## config.mk

```make
export PLATFORM = sky130hd
export DESIGN_NAME = fifo_buffer_flat
export DESIGN_NICKNAME = d
export VERILOG_FILES = /design/src/rtl/fifo_buffer_pkg.sv /design/src/rtl/fifo_buffer_if.sv /design/src/rtl/fifo_buffer_ptr.sv /design/src/rtl/fifo_buffer.sv /design/src/flat_wrapper.sv
export SDC_FILE = /design/constraint.sdc
export NUM_CORES = 1
export LEC_CHECK = 0
export CORE_ASPECT_RATIO = 1.25
export CORE_MARGIN = 2
export CORE_UTILIZATION = 30
export DETAILED_ROUTE_END_ITERATION = 12
export PLACE_DENSITY_LB_ADDON = 0.05
export SLEW_MARGIN = 15
export SYNTH_ARGS = -nofsm -noshare
export SYNTH_HDL_FRONTEND = slang
export SYNTH_SLANG_ARGS = --single-unit
export TNS_END_PERCENT = 5
```

## constraint.sdc

```tcl
create_clock -name clk -period 2.8 [get_ports clk]
set_input_delay 0.84 -clock clk [delete_from_list [all_inputs] [get_ports clk]]
set_output_delay 0.84 -clock clk [all_outputs]
set_load 0.005 [all_outputs]
```

## src/rtl/fifo_buffer_pkg.sv

```systemverilog
// Shared definitions for the FIFO stages: default geometry, depth helper and
// the write-side FSM state encodings so every stage agrees on flag meaning.
package fifo_buffer_pkg;

  localparam int DATA_W_DEF = 8;
  localparam int ADDR_W_DEF = 3;

  typedef enum logic [1:0] {
    WAIT = 2'd0,
    FULL = 2'd1,
    PUSH = 2'd2
  } wr_state_e;

  function automatic int depth_of(input int addr_w);
    return 1 << addr_w;
  endfunction

endpackage

```

## src/rtl/fifo_buffer_if.sv

```systemverilog
// Push/pop handshake and status bundle between the FIFO storage stage and
// its producer/consumer.
interface fifo_buffer_if
  import fifo_buffer_pkg::*;
#(
  parameter int DATA_W = DATA_W_DEF,
  parameter int ADDR_W = ADDR_W_DEF
);

  logic              push;
  logic [DATA_W-1:0] din;
  logic              pop;
  logic [DATA_W-1:0] dout;
  logic              dout_valid;
  logic              Full;
  logic              Empty;
  logic [ADDR_W:0]   count;
  logic              overflow;
  logic              underflow;

  modport master (
    output push, din, pop,
    input  dout, dout_valid, Full, Empty, count, overflow, underflow
  );

  modport slave (
    input  push, din, pop,
    output dout, dout_valid, Full, Empty, count, overflow, underflow
  );

endinterface

```

## src/rtl/fifo_buffer_ptr.sv

```systemverilog
// Wrap-bit circular pointer: ADDR_W address bits plus one MSB that toggles
// each time the address wraps, so equal addresses can be told apart.
module fifo_ptr #(
  parameter int ADDR_W = 3
) (
  input  logic            clk,
  input  logic            arst,
  input  logic            inc,
  output logic [ADDR_W:0] ptr
);

  logic [ADDR_W:0] ptr_reg;

  always_ff @(posedge clk or posedge arst) begin
    if (arst) begin
      ptr_reg <= '0;
    end else if (inc) begin
      ptr_reg <= ptr_reg + 1'b1;
    end
  end

  assign ptr = ptr_reg;

endmodule

```

## src/rtl/fifo_buffer.sv

```systemverilog
// FIFO storage and flag stage: circular memory with registered read,
// wrap-bit pointers, Full/Empty/count and single-cycle error pulses.
module fifo_buffer
  import fifo_buffer_pkg::*;
#(
  parameter int DATA_W = DATA_W_DEF,
  parameter int ADDR_W = ADDR_W_DEF
) (
  input logic         clk,
  input logic         arst,
  fifo_buffer_if.slave bus
);

  localparam int DEPTH = depth_of(ADDR_W);

  logic [ADDR_W:0]   wptr;
  logic [ADDR_W:0]   rptr;
  logic              full_flag;
  logic              empty_flag;
  logic              push_ok;
  logic              pop_ok;

  logic [DATA_W-1:0] mem [DEPTH];
  logic [DATA_W-1:0] dout_reg;
  logic              dout_valid_reg;
  logic              overflow_reg;
  logic              underflow_reg;

  // Flags depend only on the pointer registers, never on push/pop.
  assign empty_flag = (wptr == rptr);
  assign full_flag  = (wptr[ADDR_W-1:0] == rptr[ADDR_W-1:0]) &&
                      (wptr[ADDR_W] != rptr[ADDR_W]);

  // A pop frees a slot this same edge, so a push against Full still fits.
  assign pop_ok  = bus.pop & ~empty_flag;
  assign push_ok = bus.push & (~full_flag | pop_ok);

  fifo_ptr #(.ADDR_W(ADDR_W)) u_wptr (
    .clk  (clk),
    .arst (arst),
    .inc  (push_ok),
    .ptr  (wptr)
  );

  fifo_ptr #(.ADDR_W(ADDR_W)) u_rptr (
    .clk  (clk),
    .arst (arst),
    .inc  (pop_ok),
    .ptr  (rptr)
  );

  always_ff @(posedge clk) begin
    if (push_ok) begin
      mem[wptr[ADDR_W-1:0]] <= bus.din;
    end
  end

  always_ff @(posedge clk or posedge arst) begin
    if (arst) begin
      dout_reg       <= '0;
      dout_valid_reg <= 1'b0;
      overflow_reg   <= 1'b0;
      underflow_reg  <= 1'b0;
    end else begin
      dout_valid_reg <= pop_ok;
      overflow_reg   <= bus.push & full_flag & ~pop_ok;
      underflow_reg  <= bus.pop & empty_flag;
      if (pop_ok) begin
        dout_reg <= mem[rptr[ADDR_W-1:0]];
      end
    end
  end

  assign bus.dout       = dout_reg;
  assign bus.dout_valid = dout_valid_reg;
  assign bus.Full       = full_flag;
  assign bus.Empty      = empty_flag;
  assign bus.count      = wptr - rptr;
  assign bus.overflow   = overflow_reg;
  assign bus.underflow  = underflow_reg;

endmodule

```

## src/flat_wrapper.sv

```systemverilog
// flat-port wrapper written by rule: the top's interface ports become plain ports
module fifo_buffer_flat import fifo_buffer_pkg::*;
#(
  parameter int DATA_W = DATA_W_DEF,
  parameter int ADDR_W = ADDR_W_DEF
)
  (clk, arst, bus_push, bus_din, bus_pop, bus_dout, bus_dout_valid, bus_Full, bus_Empty, bus_count, bus_overflow, bus_underflow);
  fifo_buffer_if #(.DATA_W(DATA_W), .ADDR_W(ADDR_W)) bus_i ();
  input logic clk;
  input logic arst;
  input wire logic [$bits(bus_i.push)-1:0] bus_push;
  input wire logic [$bits(bus_i.din)-1:0] bus_din;
  input wire logic [$bits(bus_i.pop)-1:0] bus_pop;
  output wire logic [$bits(bus_i.dout)-1:0] bus_dout;
  output wire logic [$bits(bus_i.dout_valid)-1:0] bus_dout_valid;
  output wire logic [$bits(bus_i.Full)-1:0] bus_Full;
  output wire logic [$bits(bus_i.Empty)-1:0] bus_Empty;
  output wire logic [$bits(bus_i.count)-1:0] bus_count;
  output wire logic [$bits(bus_i.overflow)-1:0] bus_overflow;
  output wire logic [$bits(bus_i.underflow)-1:0] bus_underflow;
  assign bus_i.push = bus_push;
  assign bus_i.din = bus_din;
  assign bus_i.pop = bus_pop;
  assign bus_dout = bus_i.dout;
  assign bus_dout_valid = bus_i.dout_valid;
  assign bus_Full = bus_i.Full;
  assign bus_Empty = bus_i.Empty;
  assign bus_count = bus_i.count;
  assign bus_overflow = bus_i.overflow;
  assign bus_underflow = bus_i.underflow;
  fifo_buffer #(.DATA_W(DATA_W), .ADDR_W(ADDR_W)) u_core (.clk(clk), .arst(arst), .bus(bus_i));
endmodule
```

==> results.yml <==
run_status:
  outcome: "finished clean"
clock_network:
  clk_latency_ns: 0.33
  cts_sinks: 83
  clk_path_buf_depth: 2
  cts-htree-levels: 3
  clkTransAtPathRegs_ns: 0.06
  root_buffer: "clkbuf_16"
  cts_hold_buffers: 0
  cts_buffers: 9
  tritoncts: "done"
logic_synthesis:
  ys_warn_count: 0
  ys_seq_area_share_pct: 70.39
  async_reset_ff_share_pct: 22.89
  ys_seq_elements: 83
  synth_edf_count: 64
  synth_most_common_cell: "edfxtp_1"
  ys_top_cells_by_count: "edfxtp_1 (64), dfrtp_1 (19), mux2_2 (17)"
  syn-instance-count: 215
  netlist_area_um2: 3406
  synth.area.top_cells: "edfxtp_1 (56%), dfrtp_1 (14%), mux2_2 (5.6%)"
  yosys.area.top_type: "edfxtp_1"
  ys.flop_type: "edfxtp_1"
  avgSynthCellArea_um2: 15.84
  synth_cell_types: 30
  synth_fp_nets: 233
  yosysTopAreaCellShare_pct: 56.43
finish:
  area_growth_pct: 25.64
  largest_reg_flops: 64
  register_area_um2: 2399
  diodes: 0
  layout-drive-gt1-share_pct: 22.59
  num-nets-final: 283
  multi_input_area_um2: 959.7
  nFillCells: 1076
global_routing:
  grtUsageTotal_pct: 13.27
  grt_pass1_vias: 1951
  antenna_found_initial: 0
  overflow: 0
  grt_max_degree: 36
  grt_pass1_wl_mm: 11.43
timing:
  tns_ns: 0
  hold_viol: 0
  fmax_mhz: 371.9
  fin_crit_ns: 2.689
  clock_skew_ns: 0.008219
  worst_slew_pin_slew_ns: 0.8945
  slew-limit-headroom_pct: 40.15
  min_period_over_period_pct: 96.04
  report.final.slew_viol_count: 0
  setup_viol: 0
  rsz0062_at_grt: "no"
die:
  die_w_um: 99.30
  die-area_um2: 12230
  start_util_pct: 30.73
  die_y_um: 123.1
  io_pins: 29
  fp-row-count: 43
  fp.coreArea_um2: 11080
critical_path:
  r2r-start: "u_core.u_rptr.ptr[1]"
  r2r.worst_path.cells: 5
  critPathMaxFanout: 6
  cp-end-kind: "output pin"
  cp-endpoint: "bus_Empty"
  r2r_setup_slack_ns: 0.71
  r2r-end: "u_core.mem[3][2]"
  worstPathArrival_ns: 1.85
  cp-startpoint: "u_core.u_rptr.ptr[2]"
  path_class: "reg2out"
  start_kind: "flop"
  critPathRequiredTime_ns: 1.96
routing:
  post_drt_wl_per_cell_um: 18.83
  vias: 1897
  viasPerCell: 4.684
  route.detailed.drc: 0
  drtPass1Iterations: 4
  dr.first_iter.drc_count: 50
  postRouteAntennaNets: 0
  routed_wl_mm: 7.625
placement:
  place.gp.congestion: 0.7080
  numPortBuffers: 28
  hpwl_mm: 4.905
flow_run:
  maxCapViolations: 0
power:
  irDropWorstVdd_mv: 0.6756
  leakagePower_nw: 1.586
  power_density_nw_per_um2: 1136
  total_power_mw: 4.861
worst_hold_path:
  hold_class: "reg2reg"
cell usage in the layout (no fill, tap or decap), types with 3 or more instances in the layout:
master           instances
xnor2_1                  6
clkbuf_16                9
clkdlybuf4s50_1         25
xor2_1                   3
mux2i_1                 16
dfrtp_1                 18
mux2_2                  17
o221ai_1                 8
nand2_1                 12
nor3_1                   4
inv_1                    9
a22oi_1                  8
buf_4                   18
nand3_1                  4
edfxtp_1                64
ha_1                     3
clkbuf_1                 3
dlygate4sd2_1            3
o21ai_1                  9
nor2_1                   8
logic make-up after synthesis:
| logic type | Yosys count | synth area share [%] |
|---|---|---|
| compound gates | 28 | 5.878 |
| fa+ha+maj | 6 | 2.425 |
| flops | 83 | 70.39 |
| mux | 34 | 10.76 |
| xor+xnor | 10 | 2.792 |
| simple gates | 36 | 5.401 |
| buf+inv | 18 | 2.351 |
how the worst min path moves through the flow:
stage	end	start	cells past startpoint	slack [ns]
floorplan	u_core.bus.dout[0]	u_core.bus.dout[0]	2	0.48
global placement	u_core.bus.dout[0]	u_core.bus.dout[0]	2	0.47
detailed placement	u_core.bus.dout[0]	u_core.bus.dout[0]	2	0.48
CTS	u_core.bus.dout[0]	u_core.bus.dout[0]	2	0.50
global route	u_core.bus.dout[1]	u_core.bus.dout[1]	2	0.53
finish	u_core.bus.dout[1]	u_core.bus.dout[1]	2	0.49
metrics by stage:
step	hold slack [ns]	util [%]	worst slack (ns)	std cells	area, µm²
6_report	0.4918	38.61	0.1110	405	4279
5_1_grt	0.5250	38.61	0.004892	405	4279
4_1_cts	0.4995	38.58	0.02239	405	4275
3_5_place_dp	0.4849	35.64	0.1891	388	3950
3_3_place_gp	0.4718	35.64	0.2086	388	3950
2_1_floorplan	0.4793	-	0.5045	215	3406
power by group:
group	total, mW	internal, mW	switching, mW
sequential	1.74	1.62	0.125
combinational	1.93	0.927	1.01
clock	1.18	0.739	0.446
what timing repair did:
action | 4_1_cts | 5_1_grt
setup buffers | 1 | 0
resized for setup | 8 | 2
endpoints found under the setup margin | 5 | 2
worst max-delay path, stage by stage, from the launching register on:
cell	delay, ns
dfrtp_2	0.41
inv_2	0.08
ha_4	0.29
nand3_4	0.12
nor2_2	0.11
clkdlybuf4s50_1	0.51
area by class of cell:
cell class	count	share of cell area, %
Sequential cell	83	56.05
Multi-Input combinational cell	114	22.43
Timing Repair Buffer	46	9.620
Clock buffer	14	6.170
Tap cell	135	3.947
Inverter	11	0.9649
Clock inverter	2	0.8187
routing by layer:
| layer | vias up | global-route usage (%) | wire length, µm | share of wire, % |
|---|---|---|---|---|
| met4 | 0 | 6.935 | 140 | 1.8 |
| li1 | 909 | - | - | - |
| met1 | 947 | 16.95 | 3507 | 46 |
| met2 | 31 | 21.79 | 3757 | 49 |
| met5 | - | 0 | 0 | 0 |
| met3 | 10 | 2.148 | 219 | 2.9 |
Power figures use the tool's default switching activity.
